--- src/rtl/piso_pkg.sv ---
// Shared FSM state type and counter-width helper for piso_stream.
// The PARITY state only exists when PISO_STREAM_PARITY_EN is defined.
package piso_pkg;

`ifdef PISO_STREAM_PARITY_EN
   typedef enum logic [1:0] {IDLE, SHIFT, PARITY} state_t;
`else
   typedef enum logic [1:0] {IDLE, SHIFT} state_t;
`endif

   function automatic int beat_cnt_w(input int beats);
      return $clog2(beats + 1);
   endfunction

endpackage

--- src/rtl/piso_skid_reg.sv ---
// One-word hold register with full flag; a loaded word is visible the next cycle.
// Backpressure: rdy = not full, held low until the first clock after reset; load beats unload.
module piso_skid_reg #(
   parameter int WIDTH = 9
) (
   input  logic             clk_i,
   input  logic             a_rst_n_i,
   input  logic             load_vld,
   input  logic             unload,
   input  logic [WIDTH-1:0] in_dat,
   output logic [WIDTH-1:0] out_dat,
   output logic             full,
   output logic             rdy
);

   logic [WIDTH-1:0] dat_q;
   logic             full_q;
   logic             live_q;

   always_ff @(posedge clk_i or negedge a_rst_n_i) begin
      if (!a_rst_n_i) begin
         dat_q  <= '0;
         full_q <= 1'b0;
         live_q <= 1'b0;
      end else begin
         live_q <= 1'b1;
         // A load in the same cycle as an unload leaves the new word resident.
         if (load_vld) begin
            dat_q  <= in_dat;
            full_q <= 1'b1;
         end else if (unload) begin
            full_q <= 1'b0;
         end
      end
   end

   assign out_dat = dat_q;
   assign full    = full_q;
   assign rdy     = live_q & ~full_q;

endmodule

--- src/rtl/piso_stream.sv ---
// Parallel-to-serial framer, LANES bits per en_i beat; first beat one cycle after accept, optional parity beat (PISO_STREAM_PARITY_EN).
// Backpressure: s_ready_o drops while the hold register is full; frames run back-to-back from hold or bypass.
module piso_stream
   import piso_pkg::*;
#(
   parameter int DATA_WIDTH = 8,
   parameter int LANES      = 1
) (
   input  logic                  clk_i,
   input  logic                  a_rst_n_i,
   input  logic                  en_i,
   input  logic                  s_valid_i,
   output logic                  s_ready_o,
   input  logic [DATA_WIDTH-1:0] s_data_i,
   input  logic                  msb_first_i,
   output logic [LANES-1:0]      data_o,
   output logic                  valid_o,
   output logic                  sof_o,
   output logic                  eof_o
);

   localparam int BEATS = DATA_WIDTH / LANES;
   localparam int CNT_W = beat_cnt_w(BEATS);

   state_t                state_q, state_d;
   logic [DATA_WIDTH-1:0] shift_q, shift_d;
   logic                  msb_q, msb_d;
   logic [CNT_W-1:0]      beat_q, beat_d;
   logic                  hold_full, hold_load, hold_unload;
   logic [DATA_WIDTH:0]   hold_dat;
   logic                  accept, last_beat, frame_end, start;
   logic [DATA_WIDTH-1:0] nxt_word;
   logic                  nxt_msb;
`ifdef PISO_STREAM_PARITY_EN
   logic                  par_q, par_d;
`endif

   assign accept    = s_valid_i & s_ready_o;
   assign last_beat = (state_q == SHIFT) && (beat_q == CNT_W'(BEATS - 1));
`ifdef PISO_STREAM_PARITY_EN
   assign frame_end = en_i && (state_q == PARITY);
`else
   assign frame_end = en_i && last_beat;
`endif

   // Next frame source: hold word first, then a same-cycle arrival, else go idle.
   assign start       = ((state_q == IDLE) && accept) || (frame_end && (hold_full || accept));
   assign hold_unload = frame_end && hold_full;
   assign hold_load   = accept && (state_q != IDLE) && !(frame_end && !hold_full);
   assign nxt_word    = hold_full ? hold_dat[DATA_WIDTH-1:0] : s_data_i;
   assign nxt_msb     = hold_full ? hold_dat[DATA_WIDTH] : msb_first_i;

   piso_skid_reg #(
      .WIDTH (DATA_WIDTH + 1)
   ) u_hold (
      .clk_i     (clk_i),
      .a_rst_n_i (a_rst_n_i),
      .load_vld  (hold_load),
      .unload    (hold_unload),
      .in_dat    ({msb_first_i, s_data_i}),
      .out_dat   (hold_dat),
      .full      (hold_full),
      .rdy       (s_ready_o)
   );

   always_ff @(posedge clk_i or negedge a_rst_n_i) begin
      if (!a_rst_n_i) begin
         state_q <= IDLE;
         shift_q <= '0;
         msb_q   <= 1'b0;
         beat_q  <= '0;
`ifdef PISO_STREAM_PARITY_EN
         par_q   <= 1'b0;
`endif
      end else begin
         state_q <= state_d;
         shift_q <= shift_d;
         msb_q   <= msb_d;
         beat_q  <= beat_d;
`ifdef PISO_STREAM_PARITY_EN
         par_q   <= par_d;
`endif
      end
   end

   always_comb begin
      state_d = state_q;
      shift_d = shift_q;
      msb_d   = msb_q;
      beat_d  = beat_q;
`ifdef PISO_STREAM_PARITY_EN
      par_d   = par_q;
`endif
      data_o  = '0;
      valid_o = 1'b0;
      sof_o   = 1'b0;
      eof_o   = 1'b0;

      if (start) begin
         state_d = SHIFT;
         shift_d = nxt_word;
         msb_d   = nxt_msb;
         beat_d  = '0;
`ifdef PISO_STREAM_PARITY_EN
         par_d   = ^nxt_word;
`endif
      end else if (frame_end) begin
         state_d = IDLE;
         shift_d = '0;
         beat_d  = '0;
`ifdef PISO_STREAM_PARITY_EN
      end else if (en_i && last_beat) begin
         state_d = PARITY;
`endif
      end else if (en_i && (state_q == SHIFT)) begin
         shift_d = msb_q ? (shift_q << LANES) : (shift_q >> LANES);
         beat_d  = beat_q + CNT_W'(1);
      end

      if (state_q == SHIFT) begin
         valid_o = 1'b1;
         data_o  = msb_q ? shift_q[DATA_WIDTH-1 -: LANES] : shift_q[LANES-1:0];
         sof_o   = (beat_q == '0);
`ifndef PISO_STREAM_PARITY_EN
         eof_o   = last_beat;
`endif
      end
`ifdef PISO_STREAM_PARITY_EN
      if (state_q == PARITY) begin
         valid_o           = 1'b1;
         data_o[LANES-1]   = par_q;
         eof_o             = 1'b1;
      end
`endif
   end

endmodule

--- config.mk ---
export PLATFORM = sky130hd
export DESIGN_NAME = piso_stream
export DESIGN_NICKNAME = d
export VERILOG_FILES = /design/src/rtl/piso_pkg.sv /design/src/rtl/piso_skid_reg.sv /design/src/rtl/piso_stream.sv
export SDC_FILE = /design/constraint.sdc
export NUM_CORES = 1
export LEC_CHECK = 0
export BUFFER_PORTS_ARGS = -buffer_cell sky130_fd_sc_hd__buf_4
export CAP_MARGIN = 20
export CORE_MARGIN = 10
export CORE_UTILIZATION = 42
export CTS_CLUSTER_DIAMETER = 60
export DETAILED_ROUTE_END_ITERATION = 8
export PLACE_DENSITY = 0.64
export SLEW_MARGIN = 20
export SYNTH_ARGS = -nofsm -noshare
export SYNTH_HDL_FRONTEND = slang
export SYNTH_SLANG_ARGS = --single-unit
--- constraint.sdc ---
create_clock -name clk_i -period 1.8 [get_ports clk_i]
set_clock_uncertainty 0.1 [all_clocks]
set_input_delay 0.27 -clock clk_i [delete_from_list [all_inputs] [get_ports clk_i]]
set_output_delay 0.27 -clock clk_i [all_outputs]
set_load 0.01 [all_outputs]
* Word level (Yosys, flattened, before mapping)
Cells that the tools add are included.
** Storage, ports and cells
- Register bits after elaboration :: 26
- Output and inout port bits :: 5
- Word-level logic and storage cells :: 50
** Operators by class
- $add $sub $neg :: 1
- Equal/unequal tests :: 2
- Multiplexer cells :: 18
- Bitwise gates (word level) :: 3
- Reductions and logical operators :: 19
** Operators with widths (count)
- $mux W8 :: 5
- $mux W4 :: 3
- $logic_and A1 B1 Y1 :: 9
- $mux W1 :: 8
- $reduce_bool A2 Y1 :: 3
- $add A4 B1 Y4 const B :: 1
- $eq A4 B3 Y1 const B :: 1
- $logic_not A4 Y1 :: 1
- $mux W2 :: 2
- $reduce_bool A3 Y1 :: 1
- $and A1 B1 Y1 :: 2
- $eq A2 B1 Y1 const B :: 1
- $logic_not A1 Y1 :: 2
- $logic_not A2 Y1 :: 1
- $logic_or A1 B1 Y1 :: 2
- $not A1 Y1 :: 1

* Longest topological paths before layout
- Depth in word-level cells :: 7
- Depth in mapped cells :: 6
- Gate-level depth less buffers :: 5

* Modules after synthesis
Synthesis repeated with hierarchy kept, for this count alone.
** Unflattened totals
- Cells, all modules :: 112
- Area total of the unflattened synthesis :: 1382.6 µm²
** Modules (own cells, without submodules)
- piso_stream :: instances 1, cells each 87, area an instance 938.4 µm², seq. area each 350.3 µm²
- piso_skid_reg :: instances 1, cells each 25, area an instance 444.2 µm², seq. area each 275.3 µm²

* Least setup slack after synthesis
OpenSTA, ideal clock, no wires.
- Path type :: flip-flop to flip-flop
- Start :: register beat_q[0]
- End :: register u_hold.dat_q[0], in the netlist u_hold.out_dat[0]
- Library setup time :: 125 ps
- Arrival time :: 1316 ps
- Required time :: 1575 ps
- Path slack :: 259 ps
- Stages on the path, launching flop included :: 5
- Buffers on the path :: 0
- Cells stage by stage :: dfrtp_1 -> ha_1 -> nand4b_1 -> nand4_2 -> mux2_2
** Between the ends
- Word-level cells in the longest chain between the ends :: 6
** Ends and longest elaborated chain
- start, declared :: RTL line piso_stream.sv:28 : logic [CNT_W-1:0] beat_q, beat_d;
- start signal, assigned :: RTL line piso_stream.sv:79 : beat_q <= beat_d;
- $eq A4 B3 Y1 :: RTL line piso_stream.sv:39 : assign last_beat = (state_q == SHIFT) && (beat_q == CNT_W'(BEATS - 1));
- $logic_and A1 B1 Y1 :: RTL line piso_stream.sv:39
- $logic_and A1 B1 Y1 :: RTL line piso_stream.sv:43 : assign frame_end = en_i && last_beat;
- $logic_and A1 B1 Y1 :: RTL line piso_stream.sv:49 : assign hold_load = accept && (state_q != IDLE) && !(frame_end && !hold_full);
- $logic_not A1 Y1 :: RTL line piso_stream.sv:49
- $logic_and A1 B1 Y1 :: RTL line piso_stream.sv:49
- end signal, assigned :: RTL line piso_skid_reg.sv:29 : dat_q <= in_dat;
- end, declared :: RTL line piso_skid_reg.sv:16 : logic [WIDTH-1:0] dat_q;
Every way passes these cells.
A chain may end at the register's enable or synchronous reset.

* Worst setup path in the final report
- Start :: register beat_q[0]
- End :: output sof_o
** Between the ends
- Word-level cells in the longest chain between the ends :: 2
** Ends and longest elaborated chain
- $logic_not A4 Y1 :: RTL line piso_stream.sv:123 : sof_o = (beat_q == '0);
- $mux W1 :: RTL line piso_stream.sv:120 : if (state_q == SHIFT) begin
- end, declared :: RTL line piso_stream.sv:18 : output logic sof_o,
Every way passes these cells.

==> out/metrics.cfg <==
[sta]
slew_viol_final=0
holdWs_ns=0.08754
setup_ws_ns=0.09717
rsz0062_at_grt=false
finalSetupTns_ns=0
fmax_mhz=587.3
hold_violations=0
fin_crit_sh_pct=94.60
min_period_ns=1.703
finalSetupViolCount=0

[placed_design]
post-place-ws_ns=0.1457
postPlaceCellArea_um2=1480
hpwlAfterDp_um=1979
io_buffers=17
gp_congestion=0.8185

[pwr]
switching_share_pct=36.12
p_switching_mw=0.8152
pwr-share-comb_pct=43.6
power_density_nw_per_um2=1480
seq_power_share_pct=45.5
max-vdd-ir-drop_v=0.0007389
intPower_mw=1.442
leakagePower_nw=0.7417
pwr-share-clk_pct=10.9

[synth]
synth_warnings=0
synth_xor_area_share_pct=2.039
ys_types=28
async_flop_share_pct=100.0
ys.flop_type=dfrtp_1
netlist_top_cells_area=dfrtp_1, mux2i_1, mux2_2, nand2_1, o221ai_1
synth_simple_gate_area_share_pct=14.27
syn_avg_cell_area_um2=11.21
synthesis.area_um2=1289
yosys.area_share.adder_pct=1.942
synth_commonest_cells=dfrtp_1, nand2_1, mux2i_1
synth_mux_area_share_pct=20.29
ys_seq_elements=25
synth_top_family_by_area=multiplexers
synthCells=115
synth_top_area_share_pct=48.54
synth_enable_flop_cells=0
yosysSeqAreaShare_pct=48.54
yosys.cell_count.top_type=dfrtp_1
syn-num-nets=130
yosys.area.top_type=dfrtp_1
synth-compound-area-share_pct=9.320

[grt]
met1_usage_pct=12.34
grt_max_degree=26
gr-usage-met3_pct=2.214
use_met2_pct=15.58
antenna_found_initial=0
grt-busiest-layer=met2
track_usage_pct=9.700
grt_pass1_vias=958
grt_overflow=0
grt_pass1_wl_um=4312

[clock_tree]
cts.sinks=25
htree_levels=1
cts_tree=done
clock_latency_ns=0.31
root_buffer=clkbuf_4
clock_tree.buffer_depth=2
clk_pin_slew_worst_paths_ns=0.13
numCtsBuffers=3

[setup_path]
arrival_ns=1.33
crit_fanout=3
timing.critical_path.from=beat_q[0]$_DFFE_PN0P_
r2r-start=beat_q[1]$_DFFE_PN0P_
crit_slowest_cell=dfrtp_1
crit_chain=inv_1 -> ha_1 -> nand2_1 -> nor3_1 -> buf_4
rr_endpoint=shift_q[7]$_DFFE_PN0P_
cpLargestDelayFamily=flip-flops
end_kind=primary output
slowest_delay_ns=0.42
reg2reg_depth=5
setup.worst_path.class=register to primary output
cp-start-kind=register
r2r_setup_slack_ns=0.14
cp.buffers_inverters=2
critical_path_required_ns=1.43

[floorplan]
pin_count=18
coreArea_um2=3003
num_rows=20
dieWidth_um=75.40
start_util_pct=42.92
die_y_um=75.40
dieArea_um2=5684

[min_path]
whs_path_depth=2
holdPathEnd=u_hold.out_dat[1]$_DFFE_PN0P_
hold_start=s_data_i[1]
hold_class=input port to register

[finish]
fill_cells=282
multi_input_area_um2=621.8
fin_area_um2=1525
area_growth_pct=18.35
seq_area_um2=625.6
diodes=0
layout.nets=154
final_core_util_pct=50.79
drive_gt1_share_pct=27.54

[routing]
drt_iter0_drc=44
wl_um=2584
wl_per_cell_um=15.11
dr_total_vias=939
viasPerCell=5.491
final_antenna_net_count=0
drc_errors=0
dr.pass1.iters=5

[flow_run]
max-cap-violations=0

[run_status]
status=completed

area by class of cell:
cell class                 instances  share of cell area [%]
tap                               33                   2.707
sequential                        25                   41.02
inverter                           4                  0.9844
timing repair buffer              24                   12.80
clock buffer                       4                   1.723
multi-input combinational         81                   40.77
kinds of logic (layout without fill, tap and decap cells):
kind of cell	Yosys count	after routing
compound gates	16	16
simple gates	34	34
other cells	1	1
buf+inv	9	32
xor+xnor	3	3
fa+ha+maj	2	2
flops	25	25
mux	25	25
registers in the layout, summed over array words and instances (netlist names):
register	cells
msb_q	1
state_q	1
u_hold.out_dat	9
u_hold.live_q	1
u_hold.full	1
beat_q	4
shift_q	8
cells in the final DEF (no fill, tap or decap):
cell	count
xnor2_1	2
nand3b_1	2
conb_1	1
dlygate4sd3_1	1
buf_4	22
a22o_2	1
nand4bb_4	1
nand4b_1	1
a21boi_0	1
buf_12	1
nand2_1	17
o21ai_1	2
inv_1	4
ha_1	2
mux2_2	9
nand4_2	1
xor2_1	1
nor2_1	6
and2b_1	1
mux2i_1	16
clkbuf_4	3
o21ai_0	1
o21a_1	1
o32a_1	1
clkbuf_1	1
nor3_1	1
nand3_1	3
dfrtp_1	25
a21oi_1	2
and2_1	1
o221ai_1	7
layer usage:
metal  up-vias  part of all wire [%]  wire length, µm
met2        18                    50             1285
met4         0                  0.50               13
met3         2                   5.9              153
li1        462                     -                -
met5         -                     0                0
met1       457                    44             1132
through the flow:
step | cells | total power [mW]
global route | 171 | 2.447
detailed placement | 165 | 2.036
finish | 171 | 2.257
floorplan | 115 | 1.717
CTS | 170 | 2.287
global placement | 165 | 1.985
worst max path at each step:
stage                     slack [ns]                             to  cells past startpoint
after floorplan                 0.26  u_hold.out_dat[0]$_DFFE_PN0P_                      4
after global placement          0.22         shift_q[2]$_DFFE_PN0P_                      5
after detailed placement        0.15         shift_q[5]$_DFFE_PN0P_                      5
after CTS                       0.07                          eof_o                      4
after global routing            0.01                          sof_o                      5
final                            0.1                          sof_o                      5
power by group through the flow:
stage	Sequential (mW)	Clock, mW	Combinational (mW)
after floorplan	0.961	0	0.756
after global placement	1.03	0	0.959
final	1.03	0.246	0.984
after CTS	1.03	0.262	0.997
after global routing	1.06	0.283	1.11
after detailed placement	1.04	0	0.993
timing repair:
item,CTS,global route
endpoints found under the hold margin,25,0
buffers inserted,0,1
hold buffers,1,0
resized for setup,0,1
setup endpoints to repair,0,2
Note: power is estimated with default switching activity, not from simulation.
